**config.mk**
```make
export PLATFORM = sky130hd
export DESIGN_NAME = pipeline_reg_if_id_skid
export DESIGN_NICKNAME = d
export VERILOG_FILES = /design/src/rtl/pipeline_reg_if_id_skid.sv
export SDC_FILE = /design/constraint.sdc
export NUM_CORES = 1
export LEC_CHECK = 0
export ABC_AREA = 1
export BUFFER_PORTS_ARGS = -buffer_cell sky130_fd_sc_hd__buf_2
export CORE_MARGIN = 4
export CORE_UTILIZATION = 29
export CTS_CLUSTER_SIZE = 10
export DETAILED_ROUTE_END_ITERATION = 10
export SYNTH_ARGS = -nofsm -noshare
export SYNTH_HDL_FRONTEND = slang
export SYNTH_SLANG_ARGS = --single-unit
```
**constraint.sdc**
```tcl
create_clock -name clk_i -period 5.4 [get_ports clk_i]
set_input_delay 1.35 -clock clk_i [delete_from_list [all_inputs] [get_ports clk_i]]
set_output_delay 1.35 -clock clk_i [all_outputs]
set_load 0.02 [all_outputs]
```
**src/rtl/pipeline_reg_if_id_skid.sv**
```systemverilog
// IF/ID pipeline register with a two-entry skid buffer and valid/ready flow.
// Optional downstream-stall counter: define IF_ID_STALL_CNT_EN.
module pipeline_reg_if_id_skid #(
  parameter int INST_W = 32,
  parameter int PC_W   = 32
`ifdef IF_ID_STALL_CNT_EN
  ,
  parameter int CNT_W  = 16
`endif
) (
  input  logic              clk_i,
  input  logic              rst_i,
  input  logic              flush_i,
  input  logic              in_valid_i,
  output logic              in_ready_o,
  input  logic [INST_W-1:0] inst_i,
  input  logic [PC_W-1:0]   pc_adder_i,
  output logic              out_valid_o,
  input  logic              out_ready_i,
  output logic [INST_W-1:0] inst_o,
  output logic [PC_W-1:0]   pc_adder_o
`ifdef IF_ID_STALL_CNT_EN
  ,
  output logic [CNT_W-1:0]  stall_cnt_o
`endif
);

  typedef enum logic [1:0] {
    EMPTY = 2'd0,
    FULL  = 2'd1,
    SKID  = 2'd2
  } state_t;

  state_t              state;
  logic [INST_W-1:0]   skid_inst;
  logic [PC_W-1:0]     skid_pc;
  logic                in_xfer;
  logic                out_xfer;

  assign in_xfer  = in_valid_i && in_ready_o;
  assign out_xfer = out_valid_o && out_ready_i;

  // Handshake flags are registered alongside the state they encode.
  always_ff @(posedge clk_i or posedge rst_i) begin
    if (rst_i) begin
      state       <= EMPTY;
      out_valid_o <= 1'b0;
      in_ready_o  <= 1'b1;
      inst_o      <= '0;
      pc_adder_o  <= '0;
      skid_inst   <= '0;
      skid_pc     <= '0;
    end else if (flush_i) begin
      state       <= EMPTY;
      out_valid_o <= 1'b0;
      in_ready_o  <= 1'b1;
      inst_o      <= '0;
      pc_adder_o  <= '0;
      skid_inst   <= '0;
      skid_pc     <= '0;
    end else begin
      case (state)
        EMPTY: begin
          if (in_xfer) begin
            inst_o      <= inst_i;
            pc_adder_o  <= pc_adder_i;
            state       <= FULL;
            out_valid_o <= 1'b1;
            in_ready_o  <= 1'b1;
          end
        end
        FULL: begin
          if (in_xfer && out_xfer) begin
            inst_o     <= inst_i;
            pc_adder_o <= pc_adder_i;
          end else if (in_xfer) begin
            skid_inst  <= inst_i;
            skid_pc    <= pc_adder_i;
            state      <= SKID;
            in_ready_o <= 1'b0;
          end else if (out_xfer) begin
            state       <= EMPTY;
            out_valid_o <= 1'b0;
          end
        end
        SKID: begin
          if (out_xfer) begin
            inst_o     <= skid_inst;
            pc_adder_o <= skid_pc;
            state      <= FULL;
            in_ready_o <= 1'b1;
          end
        end
        default: begin
          state       <= EMPTY;
          out_valid_o <= 1'b0;
          in_ready_o  <= 1'b1;
        end
      endcase
    end
  end

`ifdef IF_ID_STALL_CNT_EN
  // Saturating; flush deliberately leaves it alone.
  always_ff @(posedge clk_i or posedge rst_i) begin
    if (rst_i) begin
      stall_cnt_o <= '0;
    end else if (out_valid_o && !out_ready_i && (stall_cnt_o != '1)) begin
      stall_cnt_o <= stall_cnt_o + CNT_W'(1);
    end
  end
`endif

endmodule

```
==> results.md, run 1 <==
* Post-CTS Resized at 0
* Clk_skew at 0.01885 ns
* Worst R2R Setup Slack at 2.77 ns
* Yosys cell types at 24
* Min-delay worst type: reg -> reg
* CTS tree: done
* Req. time, crit path at 5.76 ns
* H-tree depth at 4
* Die width at 160.9 um
* Post-CTS Setup Bufs at 0
* Sequential area share after synthesis at 0.4877
* Worst r2r path cells at 8
* Final setup violation count at 0
* GRT met1 Usage at 0.2015
* MaxCap Viol Count at 0
* Vias per inst at 4.572
* RSZ-0062 raised after global routing: false
* Mean Syn Cell Area at 7.878 um^2
* # rows at 55
* Register area at 0.003304 mm^2
* Commonest cells after routing, fill and taps aside: 209 x nand2_1, 134 x buf_2, 131 x dfrtp_1
* Area of the multi-input gates at 0.002810 mm^2
* Tcrit/Tclk final at 0.6430
* Worst-Skew Late Latency at 0.43 ns
* Setup TNS at 0 ns
* PnR worst setup slack at 1.928 ns
* Status: complete, no violations
* Port bufs at 134
* Startpoint types: input port
* CTS Hold Buffers Added at 0
* Largest net degree at the start of global routing at 107
* DRT Pass-1 Iters at 5
* Synth-to-Final Area Change at 20.31%
* Crit. End Element: flip-flop
* Mean routed wirelength per cell at 15.10 um
* Met2 GRT Util at 0.2416
* Number of global-route vias before repair at 5847
* Die area at 0.02587 mm^2
* Antenna diode count at 0
* Clock root cell: clkbuf_16
* Critical Path Start: flush_i
* Share of cells above drive strength 1 at 0.1961
* GR peak layer: met2
* CTS Sinks at 132
* Pre-CTS setup slack at 1.459 ns
* Yosys reg bits at 132
* CP Class: in -> reg
* FILL cells at 2449
* Setup crit end: inst_o[26]
* Antenna-violating nets left at 0
* Post-synth top area cell: dfrtp_1
* Ys Warns at 0
* Drt drc at 0
* CTS buffer count at 17
* Syn_nets at 933
* First-pass GRT wire length at 31770 um
* Clock buffer depth at 2
* All-Layer GR Usage at 0.1525
* Fmax achieved at 0.2880 GHz
* Final #Nets at 1034
* Ranking of synthesized cells by area: dfrtp_1 48%, nand2_1 12%, nand3_1 7.4%
* Starting DRC count in detailed routing at 330
* Proportion of netlist area held by the largest area contributor at 0.4838
* Worst r2r src: state[0]
* Die boundary height at 160.9 um
* Worst r2r dst: inst_o[23]
* Starting Density at 0.2974
* Worst-Margin Slew at 1.126 ns
* Worst-path clk slew at 0.06 ns
* Final min period at 3.472 ns
* GPL Wtd Cong at 0.7739
* Crit path arrival time at 3.83 ns
* Final Hold Viols at 0
* GRT Residual Overflow at 0
* Detailed Place HPWL at 11940 um
* Antenna violations before repair at 1
* Mapped Cells at 860
* Max VDD drop at 220.7 uV
* Core area at 0.02278 mm^2
* Cell area after synthesis at 0.006775 mm^2
* Met3 Usage GRT at 0.04131
* Slew headroom at 0.2476
* IO Count at 135
* Critical path peak fanout at 69
* Leak at 4.751 nW
* Wirelength, routed at 19430 um
* Max Slew Vio Count at 0
* Fin area at 0.008152 mm^2
* Via count at 5884
* PD cells at 532.0 mW/mm^2
* Most common cell after layout, fill and taps aside: nand2_1
* Final total power at 4.337 mW
* DP Area at 0.007543 mm^2
==> cell families (layout without fill, tap and decap cells) <==
| kind of cell | count (synthesis) | count (layout) | share of synthesized area |
|---|---|---|---|
| compound gates | 162 | 162 | 0.1440 |
| fa+ha+maj | 4 | 4 | 0.007387 |
| buf+inv | 138 | 252 | 0.09824 |
| flops | 132 | 132 | 0.4877 |
| simple gates | 424 | 424 | 0.2626 |
==> cells in the mapped netlist <==
cell / number
a21oi_1: 32
buf_1: 1
buf_2: 22
buf_4: 6
buf_6: 13
clkbuf_1: 20
dfrtp_1: 131
dfstp_2: 1
ha_1: 4
inv_1: 73
inv_2: 3
nand2_1: 209
nand2_2: 3
nand3_1: 100
nand3_2: 1
nand4_1: 3
nor2_1: 103
nor2_2: 2
nor2_4: 1
nor2_8: 1
nor3_4: 1
o21ai_0: 49
o21ai_1: 15
o21bai_1: 66
==> how the worst min path moves through the flow <==
stage                        end  slack (ns)         start  depth (start not counted)
detailed placement   skid_pc[29]        0.46   skid_pc[29]                          2
global placement     skid_pc[30]        0.45   skid_pc[30]                          2
finish              skid_inst[6]        0.47  skid_inst[6]                          2
CTS                  skid_pc[29]        0.47   skid_pc[29]                          2
global route         skid_pc[27]        0.48   skid_pc[27]                          2
floorplan           skid_inst[0]        0.44  skid_inst[0]                          2
==> state kept, by name, summed over array words and instances (netlist names) <==
register     count
skid_inst       32
in_ready_o       1
inst_o          32
skid_pc         32
pc_adder_o      32
out_valid_o      1
state            2
==> layout make-up <==
type                    instances  share of cell area
multi-input cells             590              0.3447
repair buffers                144             0.09148
inverters                      76             0.03576
flip-flops and latches        132              0.4054
clock inverters                12             0.01734
clock buffers                  20             0.05725
well taps                     313             0.04804
==> routing by layer <==
| layer | up-vias | wire length [um] |
|---|---|---|
| li1 | 2957 | - |
| met1 | 2751 | 9099 |
| met2 | 150 | 8876 |
| met3 | 24 | 1030 |
| met4 | 2 | 418 |
| met5 | - | 7 |
==> where the power goes <==
part | switching, mW | total [mW] | internal [mW]
combinational | 1.15 | 1.68 | 0.531
clock | 0.468 | 1.19 | 0.725
sequential | 0.172 | 1.47 | 1.30
total | 1.78 | 4.34 | 2.55
==> per-stage QoR <==
step	hold WS [ns]	std cells	utilization
3_5_place_dp	0.4588	1255	0.3312
5_1_grt	0.4817	1287	0.3579
2_1_floorplan	0.4426	860	-
4_1_cts	0.4744	1287	0.3579
6_report	0.4703	1287	0.3579
3_3_place_gp	0.4537	1255	0.3312
==> worst max-delay path, cell delays in order <==
cell and delay (ns):
buf_2 0.14, clkinv_2 0.37, buf_4 0.58, nand2_1 0.62
buf_4 0.41, a21oi_1 0.16, nand3_1 0.09, nand2_1 0.10
Note: power is estimated with default switching activity, not from simulation.
==> run 2: changes to the inputs <==
Clock period 5.4 ns to 2.9 ns, I/O delays scaled along.
==> run 2 against run 1 <==
Net effect:
- clock power rose by 86%
- non-clock buffer count up 7
- count of clock-buffer cells in the layout decreased by 1
==> results.md, run 2 (synthesis results as in run 1) <==
* CTS Hold Buffers Added at 0
* Min-delay worst type: in -> async
* Final Hold Viols at 0
* Final #Nets at 1041
* Worst-Margin Slew at 0.7895 ns
* CTS tree: done
* Max Slew Vio Count at 0
* Critical path peak fanout at 34
* Commonest cells after routing, fill and taps aside: 209 x nand2_1, 134 x buf_2, 131 x dfrtp_1
* Worst-path clk slew at 0.06 ns
* CTS Sinks at 132
* CTS buffer count at 17
* Largest net degree at the start of global routing at 69
* Most common cell after layout, fill and taps aside: nand2_1
* Clk_skew at 0.007687 ns
* Vias per inst at 4.543
* P_int at 4.863 mW
* Die area at 0.02587 mm^2
* Die width at 160.9 um
* CP delay by family, top: simple AND/OR/NAND/NOR gates
* Synth-to-Final Area Change at 22.09%
* Area of the multi-input gates at 0.002810 mm^2
* Via count at 5879
* Clk pwr share at 0.271
* Crit path largest cell delay at 0.58 ns
* Clock root cell: clkbuf_16
* Mean routed wirelength per cell at 14.65 um
* Starting Density at 0.2974
* Startpoint types: flip-flop
* IO Count at 135
* FILL cells at 2383
* PnR worst setup slack at 0.6927 ns
* Crit. End Element: flip-flop
* Starting DRC count in detailed routing at 317
* Comb pwr share at 0.395
* Number of global-route vias before repair at 5836
* Req. time, crit path at 3.23 ns
* Leak at 4.796 nW
* PD cells at 982.8 mW/mm^2
* Post-CTS Setup Bufs at 0
* GPL Wtd Cong at 0.8022
* Most frequent CP cell: inv_1
* CP Class: reg -> reg
* Fin Hold WS at 0.4416 ns
* Antenna violations before repair at 7
* H-tree depth at 4
* Final setup violation count at 0
* Final min period at 2.207 ns
* Tcrit/Tclk final at 0.7611
* Crit path arrival time at 2.53 ns
* Setup TNS at 0 ns
* GRT Residual Overflow at 0
* Reg power frac at 0.334
* Cell Chain, Critical Path: inv_1 -> ha_1 -> inv_1 -> nor3_4 -> nor2_4 -> buf_4 -> nand2_1 -> o21ai_1
* Drt drc at 0
* Antenna-violating nets left at 0
* DRT Pass-1 Iters at 7
* Worst Path Buf+Inv at 3
* Register area at 0.003304 mm^2
* Detailed Place HPWL at 11950 um
* Fin area at 0.008272 mm^2
* Clock buffer depth at 2
* Switching share of power at 0.4018
* DP Area at 0.007670 mm^2
* Fmax achieved at 0.4530 GHz
* Max VDD drop at 371.8 uV
* MaxCap Viol Count at 0
* Wirelength, routed at 18960 um
* Pre-CTS setup slack at 0.4421 ns
* # rows at 55
* Die boundary height at 160.9 um
* Status: complete, no violations
* Net Switching at 3.267 mW
* Core area at 0.02278 mm^2
* RSZ-0062 raised after global routing: false
* Port bufs at 134
* Post-CTS Resized at 0
* CP max-delay cell: nor2_4
* First-pass GRT wire length at 31350 um
* Slew headroom at 0.4737
* Share of cells above drive strength 1 at 0.2000
* All-Layer GR Usage at 0.1499
* Worst-Skew Late Latency at 0.41 ns
==> run 2: area by class of cell <==
type	instances	area share
Sequential cell	132	0.3995
Multi-Input combinational cell	590	0.3397
Timing Repair Buffer	151	0.1056
Clock buffer	19	0.05355
Tap cell	313	0.04735
Inverter	76	0.03509
Clock inverter	12	0.01891
Antenna cell	1	0.0003025
==> run 2: path summary, 6_finish.rpt <==
kind	start	to	slack, ns	cells after the start
min	rst_i	pc_adder_o[15]	0.44	2
max reg2reg	state[1]	skid_inst[26]	0.69	8
min in group clk_i	skid_inst[0]	skid_inst[0]	0.47	2
max	state[1]	skid_inst[26]	0.69	8
min reg2reg	skid_inst[0]	skid_inst[0]	0.47	2
max in group asynchronous	rst_i	pc_adder_o[23]	1.70	3
==> run 2: metrics by stage <==
step	cells	utilization	power, mW
2_1_floorplan	860	-	5.041
3_3_place_gp	1262	0.3367	5.989
3_5_place_dp	1262	0.3367	6.009
4_1_cts	1293	0.3630	8.254
5_1_grt	1294	0.3631	8.733
6_report	1294	0.3631	8.129
==> run 2: power groups by stage <==
stage	Combinational [mW]	Sequential, mW	Clock, mW
6_report	3.21	2.71	2.21
3_3_place_gp	3.26	2.73	0
3_5_place_dp	3.26	2.75	0
5_1_grt	3.59	2.80	2.34
2_1_floorplan	1.75	3.29	0
4_1_cts	3.28	2.72	2.25
==> run 2: worst register-to-register path: stages (launching register included) <==
cell and delay (ns):
dfrtp_1 0.37, inv_1 0.08, ha_1 0.23, inv_1 0.13, nor3_4 0.06, nor2_4 0.58
buf_4 0.49, nand2_1 0.09, o21ai_1 0.09
==> run 2: per-layer routing <==
layer | GRT usage | part of all wire | vias up
met5 | 0 | 0.0036 | -
met4 | 0.03877 | 0.011 | 12
met3 | 0.04337 | 0.053 | 27
met2 | 0.2469 | 0.47 | 129
met1 | 0.1943 | 0.46 | 2750
li1 | - | - | 2961
